$ cat config.mk
export PLATFORM = sky130hd
export DESIGN_NAME = mips_lsu_ctrl_flat
export DESIGN_NICKNAME = d
export VERILOG_FILES = /design/src/rtl/mips_lsu_pkg.sv /design/src/rtl/mips_lsu_ctrl_if.sv /design/src/rtl/mips_lsu_align.sv /design/src/rtl/mips_lsu_ctrl.sv /design/src/flat_wrapper.sv
export SDC_FILE = /design/constraint.sdc
export NUM_CORES = 1
export LEC_CHECK = 0
export ABC_CLOCK_PERIOD_IN_PS = 6950
export CAP_MARGIN = 20
export CORE_MARGIN = 10
export CORE_UTILIZATION = 40
export DETAILED_ROUTE_END_ITERATION = 6
export GPL_TIMING_DRIVEN = 0
export PLACE_DENSITY = 0.8
export SLEW_MARGIN = 30
export SYNTH_ARGS = -nofsm -noshare
export SYNTH_HDL_FRONTEND = slang
export SYNTH_SLANG_ARGS = --single-unit
export TNS_END_PERCENT = 20
$ cat constraint.sdc
create_clock -name clk -period 6.95 [get_ports clk]
set_clock_uncertainty 0.2 [all_clocks]
set_input_delay 1.0425 -clock clk [delete_from_list [all_inputs] [get_ports clk]]
set_output_delay 1.0425 -clock clk [all_outputs]
set_load 0.01 [all_outputs]
$ cat src/rtl/mips_lsu_pkg.sv
// Shared types and helpers for the MIPS multi-cycle load/store sequencer.
// Sizes, FSM states, default response timeout and address-alignment helpers.
package mips_lsu_pkg;

  typedef enum logic [1:0] {
    SZ_BYTE = 2'b00,
    SZ_HALF = 2'b01,
    SZ_WORD = 2'b10
  } lsu_size_t;

  typedef enum logic [1:0] {
    ST_IDLE = 2'b00,
    ST_BUSY = 2'b01,
    ST_DONE = 2'b10
  } lsu_state_t;

  localparam int unsigned LSU_TIMEOUT_DEFAULT = 16;

  // The encoding 2'b11 has no instruction of its own and behaves as a word.
  function automatic lsu_size_t decode_size(input logic [1:0] raw);
    case (raw)
      2'b00:   return SZ_BYTE;
      2'b01:   return SZ_HALF;
      default: return SZ_WORD;
    endcase
  endfunction

  function automatic logic is_misaligned(input lsu_size_t sz, input logic [1:0] lo);
    case (sz)
      SZ_HALF: return lo[0];
      SZ_WORD: return |lo;
      default: return 1'b0;
    endcase
  endfunction

  // Clears the low address bits a misaligned access would violate.
  function automatic logic [1:0] align_lo(input lsu_size_t sz, input logic [1:0] lo);
    case (sz)
      SZ_HALF: return {lo[1], 1'b0};
      SZ_WORD: return 2'b00;
      default: return lo;
    endcase
  endfunction

endpackage

$ cat src/rtl/mips_lsu_ctrl_if.sv
// Word-addressed data-memory port between the load/store sequencer and memory.
// The sequencer is the master; the memory (or its model) is the slave.
interface mips_lsu_ctrl_if;
  logic        mem_req;
  logic        mem_we;
  logic [29:0] mem_addr;
  logic [3:0]  mem_be;
  logic [31:0] mem_wdata;
  logic        mem_ack;
  logic [31:0] mem_rdata;

  modport master (
    output mem_req, mem_we, mem_addr, mem_be, mem_wdata,
    input  mem_ack, mem_rdata
  );

  modport slave (
    input  mem_req, mem_we, mem_addr, mem_be, mem_wdata,
    output mem_ack, mem_rdata
  );
endinterface

$ cat src/rtl/mips_lsu_align.sv
// Combinational lane logic: byte enables, store-data replication and
// load lane selection with sign/zero extension.
module mips_lsu_align
  import mips_lsu_pkg::*;
(
  input  lsu_size_t   sz,
  input  logic [1:0]  lo,
  input  logic        sign_ext,
  input  logic [31:0] wdata,
  input  logic [31:0] rdata,
  output logic [3:0]  be,
  output logic [31:0] wdata_rep,
  output logic [31:0] load_ext
);

  logic [7:0]  byte_lane;
  logic [15:0] half_lane;

  always_comb begin
    // NOTE: every output gets a value before the case so no path infers a latch.
    byte_lane = rdata[{lo, 3'b000} +: 8];
    half_lane = lo[1] ? rdata[31:16] : rdata[15:0];
    be        = 4'b1111;
    wdata_rep = wdata;
    load_ext  = rdata;
    case (sz)
      SZ_BYTE: begin
        be        = 4'b0001 << lo;
        wdata_rep = {4{wdata[7:0]}};
        load_ext  = {{24{sign_ext & byte_lane[7]}}, byte_lane};
      end
      SZ_HALF: begin
        be        = lo[1] ? 4'b1100 : 4'b0011;
        wdata_rep = {2{wdata[15:0]}};
        load_ext  = {{16{sign_ext & half_lane[15]}}, half_lane};
      end
      default: ;
    endcase
  end

endmodule

$ cat src/rtl/mips_lsu_ctrl.sv
// Multi-cycle load/store sequencer: stalls the core while one access runs on
// the memory port. Define MIPS_LSU_MISALIGN_TRAP_EN to trap misaligned accesses.
module mips_lsu_ctrl
  import mips_lsu_pkg::*;
#(
  parameter int unsigned TIMEOUT_CYCLES = LSU_TIMEOUT_DEFAULT,
  parameter int unsigned TO_W           = 5
) (
  input  logic        clk,
  input  logic        rst,
  input  logic        op_valid,
  input  logic        op_write,
  input  logic [1:0]  op_size,
  input  logic        op_signed,
  input  logic [31:0] op_addr,
  input  logic [31:0] op_wdata,
  output logic        stall,
  output logic        done,
  output logic [31:0] load_data,
  output logic        addr_err,
  output logic        bus_err,
  mips_lsu_ctrl_if.master mem
);

  localparam logic [TO_W-1:0] TO_LIMIT = TO_W'(TIMEOUT_CYCLES);

  lsu_state_t state_q, state_d;
  lsu_size_t  op_sz, size_q, al_size;
  logic [1:0] op_lo, lo_q, al_lo;
  logic       sign_q, al_sign, we_q, trap, req;
  logic [29:0] addr_q;
  logic [3:0]  be_q, al_be;
  logic [31:0] wdata_q, load_q, al_wdata, al_load;
  logic        aerr_q, berr_q;
  logic [TO_W-1:0] to_cnt_q, to_cnt_inc;
  logic            to_hit;

  assign op_sz = decode_size(op_size);
  assign op_lo = align_lo(op_sz, op_addr[1:0]);

`ifdef MIPS_LSU_MISALIGN_TRAP_EN
  assign trap = is_misaligned(op_sz, op_addr[1:0]);
`else
  assign trap = 1'b0;
`endif

  assign to_cnt_inc = to_cnt_q + TO_W'(1);
  assign to_hit     = (to_cnt_inc == TO_LIMIT);

  // One aligner serves both paths: the incoming op while idle, the latched op while busy.
  assign al_size = (state_q == ST_IDLE) ? op_sz     : size_q;
  assign al_lo   = (state_q == ST_IDLE) ? op_lo     : lo_q;
  assign al_sign = (state_q == ST_IDLE) ? op_signed : sign_q;

  mips_lsu_align u_align (
    .sz        (al_size),
    .lo        (al_lo),
    .sign_ext  (al_sign),
    .wdata     (op_wdata),
    .rdata     (mem.mem_rdata),
    .be        (al_be),
    .wdata_rep (al_wdata),
    .load_ext  (al_load)
  );

  always_ff @(posedge clk or posedge rst) begin
    // NOTE: sequential state uses non-blocking assignments so every register samples pre-edge values.
    if (rst) state_q <= ST_IDLE;
    else     state_q <= state_d;
  end

  always_comb begin
    state_d = state_q;
    stall   = 1'b0;
    done    = 1'b0;
    req     = 1'b0;
    case (state_q)
      ST_IDLE: begin
        stall = op_valid & ~rst;
        if (op_valid) state_d = trap ? ST_DONE : ST_BUSY;
      end
      ST_BUSY: begin
        stall = 1'b1;
        req   = 1'b1;
        // An ack in the same cycle as the timeout still counts as success.
        if (mem.mem_ack || to_hit) state_d = ST_DONE;
      end
      ST_DONE: begin
        done    = 1'b1;
        state_d = ST_IDLE;
      end
      default: state_d = ST_IDLE;
    endcase
  end

  always_ff @(posedge clk or posedge rst) begin
    if (rst) begin
      size_q   <= SZ_BYTE;
      lo_q     <= 2'b00;
      sign_q   <= 1'b0;
      we_q     <= 1'b0;
      addr_q   <= '0;
      be_q     <= '0;
      wdata_q  <= '0;
      load_q   <= '0;
      aerr_q   <= 1'b0;
      berr_q   <= 1'b0;
      to_cnt_q <= '0;
    end else begin
      case (state_q)
        ST_IDLE: begin
          if (op_valid) begin
            aerr_q <= 1'b0;
            berr_q <= 1'b0;
            if (trap) begin
              aerr_q <= 1'b1;
              if (!op_write) load_q <= '0;
            end else begin
              size_q   <= op_sz;
              lo_q     <= op_lo;
              sign_q   <= op_signed;
              we_q     <= op_write;
              addr_q   <= op_addr[31:2];
              be_q     <= al_be;
              wdata_q  <= al_wdata;
              to_cnt_q <= '0;
            end
          end
        end
        ST_BUSY: begin
          if (mem.mem_ack) begin
            if (!we_q) load_q <= al_load;
          end else begin
            to_cnt_q <= to_cnt_inc;
            if (to_hit) begin
              berr_q <= 1'b1;
              if (!we_q) load_q <= '0;
            end
          end
        end
        default: ;
      endcase
    end
  end

  // Request is decoded from state so an asynchronous reset drops it at once.
  assign mem.mem_req   = req;
  assign mem.mem_we    = req & we_q;
  assign mem.mem_addr  = addr_q;
  assign mem.mem_be    = be_q;
  assign mem.mem_wdata = wdata_q;

  assign load_data = load_q;
  assign addr_err  = aerr_q;
  assign bus_err   = berr_q;

endmodule

$ cat src/flat_wrapper.sv
// flat-port wrapper written by rule: the top's interface ports become plain ports
module mips_lsu_ctrl_flat import mips_lsu_pkg::*;
#(
  parameter int unsigned TIMEOUT_CYCLES = LSU_TIMEOUT_DEFAULT,
  parameter int unsigned TO_W           = 5
)
  (clk, rst, op_valid, op_write, op_size, op_signed, op_addr, op_wdata, stall, done, load_data, addr_err, bus_err, mem_mem_req, mem_mem_we, mem_mem_addr, mem_mem_be, mem_mem_wdata, mem_mem_ack, mem_mem_rdata);
  mips_lsu_ctrl_if mem_i ();
  input  logic clk;
  input  logic rst;
  input  logic op_valid;
  input  logic op_write;
  input  logic [1:0] op_size;
  input  logic op_signed;
  input  logic [31:0] op_addr;
  input  logic [31:0] op_wdata;
  output logic stall;
  output logic done;
  output logic [31:0] load_data;
  output logic addr_err;
  output logic bus_err;
  output wire logic [$bits(mem_i.mem_req)-1:0] mem_mem_req;
  output wire logic [$bits(mem_i.mem_we)-1:0] mem_mem_we;
  output wire logic [$bits(mem_i.mem_addr)-1:0] mem_mem_addr;
  output wire logic [$bits(mem_i.mem_be)-1:0] mem_mem_be;
  output wire logic [$bits(mem_i.mem_wdata)-1:0] mem_mem_wdata;
  input wire logic [$bits(mem_i.mem_ack)-1:0] mem_mem_ack;
  input wire logic [$bits(mem_i.mem_rdata)-1:0] mem_mem_rdata;
  assign mem_mem_req = mem_i.mem_req;
  assign mem_mem_we = mem_i.mem_we;
  assign mem_mem_addr = mem_i.mem_addr;
  assign mem_mem_be = mem_i.mem_be;
  assign mem_mem_wdata = mem_i.mem_wdata;
  assign mem_i.mem_ack = mem_mem_ack;
  assign mem_i.mem_rdata = mem_mem_rdata;
  mips_lsu_ctrl #(.TIMEOUT_CYCLES(TIMEOUT_CYCLES), .TO_W(TO_W)) u_core (.clk(clk), .rst(rst), .op_valid(op_valid), .op_write(op_write), .op_size(op_size), .op_signed(op_signed), .op_addr(op_addr), .op_wdata(op_wdata), .stall(stall), .done(done), .load_data(load_data), .addr_err(addr_err), .bus_err(bus_err), .mem(mem_i));
endmodule
==> flow_summary.ini <==
[status]
run_status = completed

[yosys]
syn_area_mm2 = 0.005194
synth.distinct_cells = 48
synthCells = 583
yosysMostFrequentCell = nand2_1
synth.area.top_cells = dfrtp_1 54%, nand2_1 16%, nor2_1 3.9%
synth-warning-count = 0
synth_edf_count = 0
ys.flop_type = dfrtp_1
syn_area_per_cell_um2 = 8.909
ys_seq_elements = 112
yosysTopAreaCellShare_pct = 53.96
synthArstFlopShare_pct = 100.0
yosys-top-cells-count = 217 x nand2_1, 112 x dfrtp_1, 54 x nor2_1, 26 x o21ai_0, 23 x clkbuf_1
syn-num-nets = 688
yosys.area.top_type = dfrtp_1
yosysSeqAreaShare_pct = 53.96

[floorplanning]
start_util_pct = 40.99
die_y_um = 134.0
core_region_area_mm2 = 0.01267
io_pins = 208
die-area_mm2 = 0.01794
rows = 41
die_x_um = 134.0

[clocking]
hold_buffers = 0
clock_sinks = 112
clk_pin_slew_ns = 0.07
cts_tree = built
post_cts_buffers = 0
cts_root_buffer = clkbuf_16
cts_inserted_buffers = 9
cts_resized = 0
clockBufferDepth = 2
clk_latency_ns = 0.35
cts_max_level = 3

[layout]
fillers = 1079
area.sequential_mm2 = 0.002803
multi_input_area_mm2 = 0.002208
area_growth_syn_to_layout_pct = 49.75
antenna_cells = 0
final_layout_size_suffix_gt1_share_pct = 5.963
final_cells = 977
final_nets = 906

[sta]
rsz0062_at_grt = no
fmax_mhz = 234.9
tightest_slew_ns = 0.8657
maxSlewViolCount = 0
timing_hold_violations_final = 0
setup_viol = 0
slew_headroom_pct = 41.37
finalCritPeriodShare_pct = 61.25
whs_ns = 0.2745
layout_min_cycle_time_ns = 4.257

[critical_path]
rr_worst_depth = 8
r2r_slack_ns = 4.09
cp_cell_sequence = clkdlybuf4s50_1 > inv_8 > buf_16 > a21oi_1 > nor2_1 > clkdlybuf4s50_1
crit_end = stall
critical_path_class = in2out
cp_max_fo = 72
slowest_delay_ns = 0.58
cp-startpoint = rst
path_common_cell = clkdlybuf4s50_1
timing.rr.start = u_core.to_cnt_q[0]
r2r-end = u_core.load_data[0]
cp.required_ns = 5.71
critPathCaptureType = primary output
worstPathArrival_ns = 3.01
cpMaxStageDelayCell = clkdlybuf4s50_1
cp-start-kind = input port

[pwr]
p_seq_share_pct = 35.6
power.density_mw_per_mm2 = 394.6
switching_share_pct = 37.51
ir_worst_vdd_uv = 191.3
clockPowerShare_pct = 15.8
p_int_uw = 1918
switchingPower_uw = 1151
p_leak_uw = 0.003455
p_total_uw = 3069
combPwrFrac_pct = 48.6

[routing]
ant_nets = 0
wl_per_cell_um = 18.96
via_count = 5237
drt_first_pass_iters = 6
drtIter0Drc = 493
routed_via_density = 5.360
drc = 0
wl_um = 18520

[placement]
port_buffers = 206
dp_cells = 962
dp_hpwl_um = 14390
gp_congestion = 0.8919

[global_routing]
grt_pass1_wl_um = 29050
grt_max_degree = 73
grt_overflow = 0
grt_pass1_vias = 5353
grt_antenna_before_repair = 0
track_usage_pct = 20.09

[hold_path]
min_path_type = reg2reg

[run]
drv_cap = 0
worst max-delay path, delay by kind of cell:
kind            cells  cell delay (ns)
buf+inv             4             1.70
simple gates        1             0.10
compound gates      1             0.12
layout make-up:
cell class	instances	share of cell area, %
Inverter	2	0.1931
Sequential cell	112	36.04
Clock inverter	6	0.5952
Tap cell	172	2.767
Buffer	36	2.252
Timing Repair Buffer	207	26.87
Multi-Input combinational cell	433	28.39
Clock buffer	9	2.896
worst min-delay path by stage:
stage / start / end / slack [ns] / cells after the start
after global routing: u_core.mem.mem_addr[14] / u_core.mem.mem_addr[14] / 0.30 / 2
after global placement: u_core.mem.mem_be[1] / u_core.mem.mem_be[1] / 0.25 / 2
final: u_core.mem.mem_addr[22] / u_core.mem.mem_addr[22] / 0.27 / 2
after detailed placement: u_core.mem.mem_be[1] / u_core.mem.mem_be[1] / 0.26 / 2
after floorplan: u_core.we_q / u_core.we_q / 0.26 / 2
after CTS: u_core.mem.mem_addr[26] / u_core.mem.mem_addr[26] / 0.28 / 2
power groups by stage:
stage               Combinational, uW  Sequential, uW  Clock (uW)
detailed placement               1490            1100           0
finish                           1490            1090         486
global route                     1620            1130         519
CTS                              1510            1090         495
floorplan                         565            1200           0
global placement                 1460            1090           0
metal layers:
metal,track usage [%],share of wire (%),vias to the layer above
met1,23.27,38,2463
met2,32.46,47,315
met5,0,0,-
met4,8.464,3.7,0
li1,-,-,2414
met3,7.879,11,45
registers in the layout, indices dropped and copies added, names as in the netlist:
register              flops
u_core.bus_err            1
u_core.lo_q               2
u_core.mem.mem_be         4
u_core.we_q               1
u_core.mem.mem_addr      30
u_core.load_data         32
u_core.state_q            2
u_core.to_cnt_q           5
u_core.mem.mem_wdata     32
u_core.sign_q             1
u_core.size_q             2
metrics by stage:
stage / setup TNS, ns / area, um2 / worst slack [ns] / util, %
after floorplan: 0 / 5194 / 1.860 / -
after CTS: 0 / 7777 / 2.634 / 61.38
after global placement: -0.01572 / 7471 / -0.01572 / 58.96
final: 0 / 7777 / 2.693 / 61.38
after detailed placement: 0 / 7506 / 2.649 / 59.24
after global routing: 0 / 7777 / 2.513 / 61.38
cells in the final DEF (no fill, tap or decap), types with 2 or more instances in the layout:
cell type          n
clkbuf_1          23
and2_1             3
buf_1              4
clkinvlp_4         4
nor2_1            54
nor3_1             2
o211ai_1           9
clkbuf_16          9
nand2_1          217
nand3_1            6
o22ai_1            3
nand2b_1           6
xnor2_1            2
a211o_1            6
mux2_2             9
o221ai_1           6
a22oi_1            8
buf_2              4
buf_4              3
and3_1             2
o21a_1             2
o21ai_1            3
dfrtp_1          112
a31oi_1           17
inv_8              2
o21ai_2           10
a222oi_1           8
a22o_1             9
o21ai_0           26
a21oi_1            7
clkdlybuf4s50_1  206
cells by family (layout without fill, tap and decap cells):
kind of cell / after synthesis / count (layout) / share of synthesized area [%]
other cells: 1 / 1 / 0.07220
compound gates: 119 / 119 / 16.21
simple gates: 299 / 299 / 23.08
buf+inv: 38 / 260 / 3.517
flops: 112 / 112 / 53.96
mux: 11 / 11 / 2.578
xor+xnor: 2 / 2 / 0.3373
fa+ha+maj: 1 / 1 / 0.2409
No activity file was read; power rests on OpenSTA's default activity.
==> RTL change, RTL diff (config.mk and constraints unchanged) <==
The 3 values of `lsu_size_t` get a one-hot encoding in 3 bits.
--- a/src/rtl/mips_lsu_pkg.sv
+++ b/src/rtl/mips_lsu_pkg.sv
@@ -2,10 +2,10 @@
 // Sizes, FSM states, default response timeout and address-alignment helpers.
 package mips_lsu_pkg;
 
-  typedef enum logic [1:0] {
-    SZ_BYTE = 2'b00,
-    SZ_HALF = 2'b01,
-    SZ_WORD = 2'b10
+  typedef enum logic [2:0] {
+    SZ_BYTE = 3'b001,
+    SZ_HALF = 3'b010,
+    SZ_WORD = 3'b100
   } lsu_size_t;
 
   typedef enum logic [1:0] {
Check against the original RTL: no difference found for any inputs over 4 cycles, from zero or initial values and one cycle with rst high; so few cycles prove little.
==> RTL change against the original RTL <==
- the flow now finishes with violations (DRC)
- non-clock buffer count rose by 8
- first-iteration DRC count is 5.7% higher
- area after synthesis grew 6.9%
- final area grew 8.7%
- count of clock-buffer cells in the layout rose by 11
- via count grew 3.7%
- sequential cell count increased by 1
- power grew 15%
- worst setup slack improved by 0.091 ns
- register-to-register slack better by 0.23 ns
- routed wire length up 8.6%
- combinational power is 4% higher
==> RTL change: results (changes against the original RTL) <==
Final layout
  • Clock buf count: 20 (+11)
  • Share of post-route cells with drive strength above 1: 9.70% (+3.7 points)
  • Multi-input logic portion of the cell area: 28.8% (+0.42 points)
  • Sequential cell area share: 33.5% (-2.6 points)
  • Clk cell area share: 6.99% (+3.5 points)
  • Fill cells: 1,128 (+4.5%)

Synthesis
  • Synthesized Nets: 702 (+2.0%)
  • Top cells by area, synth: dfrtp_1 50%, nand2_1 12%, o21ai_0 3.8%
  • Register area share after synthesis: 50.9% (-3.0 points)
  • Commonest cells post-synth: 175 x nand2_1, 112 x dfrtp_1, 42 x o21ai_0
  • Post-synthesis cell type count: 69 (+44%)

Drt
  • Remaining DRCs: 5 (+5)
  • WL per Instance: 19.9 um (+4.9%)
  • Drt pass-1 iters: 7 (+1)
  • Final wirelength: 20,100 um (+8.6%)

Global route
  • Largest net degree at the start of global routing: 88 (+21%)
  • Number of global-route vias before repair: 5,480 (+2.4%)

Timing
  • Normalized max-slew margin: 43.3% (+1.9 points)

CTS
  • Clock transition at path regs: 0.05 ns (-0.02 ns)
  • Num CTS Buffers: 17 (+8)

Place
  • DP Cell Count: 979 (+1.8%)
  • Dpl ws: 2.71 ns (+0.0574 ns)

Run status
  • Failing checks: DRC
  • Status: finished, violations left

Setup path
  • WP data arrival: 2.92 ns (-0.09 ns)
-- RTL change: cell count changes after synthesis, sizes merged, moves of 8 or more --
cell	delta
nand2	-41
nor2	-23
o2bb2ai	+18
and3	+12
buf	+12
inv	+11
a31oi	+10
a221oi	+9
mux2	-9
a22o	-8
-- RTL change: stage by stage --
stage / TNS (ns) / cell area (um2) / util [%]
final: 0 / 8450 / 63.1
after floorplan: 0 / 5550 / -
after global placement: -0.113 / 7830 / 58.4
after detailed placement: 0 / 7860 / 58.7
after CTS: 0 / 8450 / 63.1
after global routing: 0 / 8450 / 63.1
-- RTL change: power breakdown --
part	internal, W	leakage (nW)	switching [W]
Combinational	0.000778	2.06	0.000775
Clock	0.000546	0.286	0.000313
Sequential	0.000938	1.38	0.000170
Total	0.00226	3.73	0.00126
-- RTL change: cells by family after synthesis --
group                      after synthesis  share of synthesized area, %
and+or+nand+nor                        252                          20.1
AOI/OAI and AO/OA                      162                          21.8
DFF                                    113                          50.9
buffers and inverters                   58                          5.20
muxes                                    7                          1.26
xor gates and xnor gates                 3                         0.473
adders and majority gates                1                         0.225
other                                    1                        0.0675
-- RTL change: final timing paths --
check | from | endpoint | cells past startpoint
worst max-delay path | rst | stall | 6
worst min register to register | u_core.mem.mem_addr[13] | u_core.mem.mem_addr[13] | 2
min in group asynchronous | rst | u_core.load_data[10] | 2
max in group asynchronous | rst | u_core.load_data[22] | 3
worst max register to register | u_core.to_cnt_q[0] | u_core.load_data[16] | 7
worst min-delay path | u_core.mem.mem_addr[13] | u_core.mem.mem_addr[13] | 2
-- RTL change: layer usage --
| layer | part of all wire (%) | global-route usage [%] |
|---|---|---|
| met1 | 40 | 25.6 |
| met2 | 48 | 33.2 |
| met4 | 1.6 | 6.66 |
| met5 | 0 | 0 |
| met3 | 10 | 8.34 |
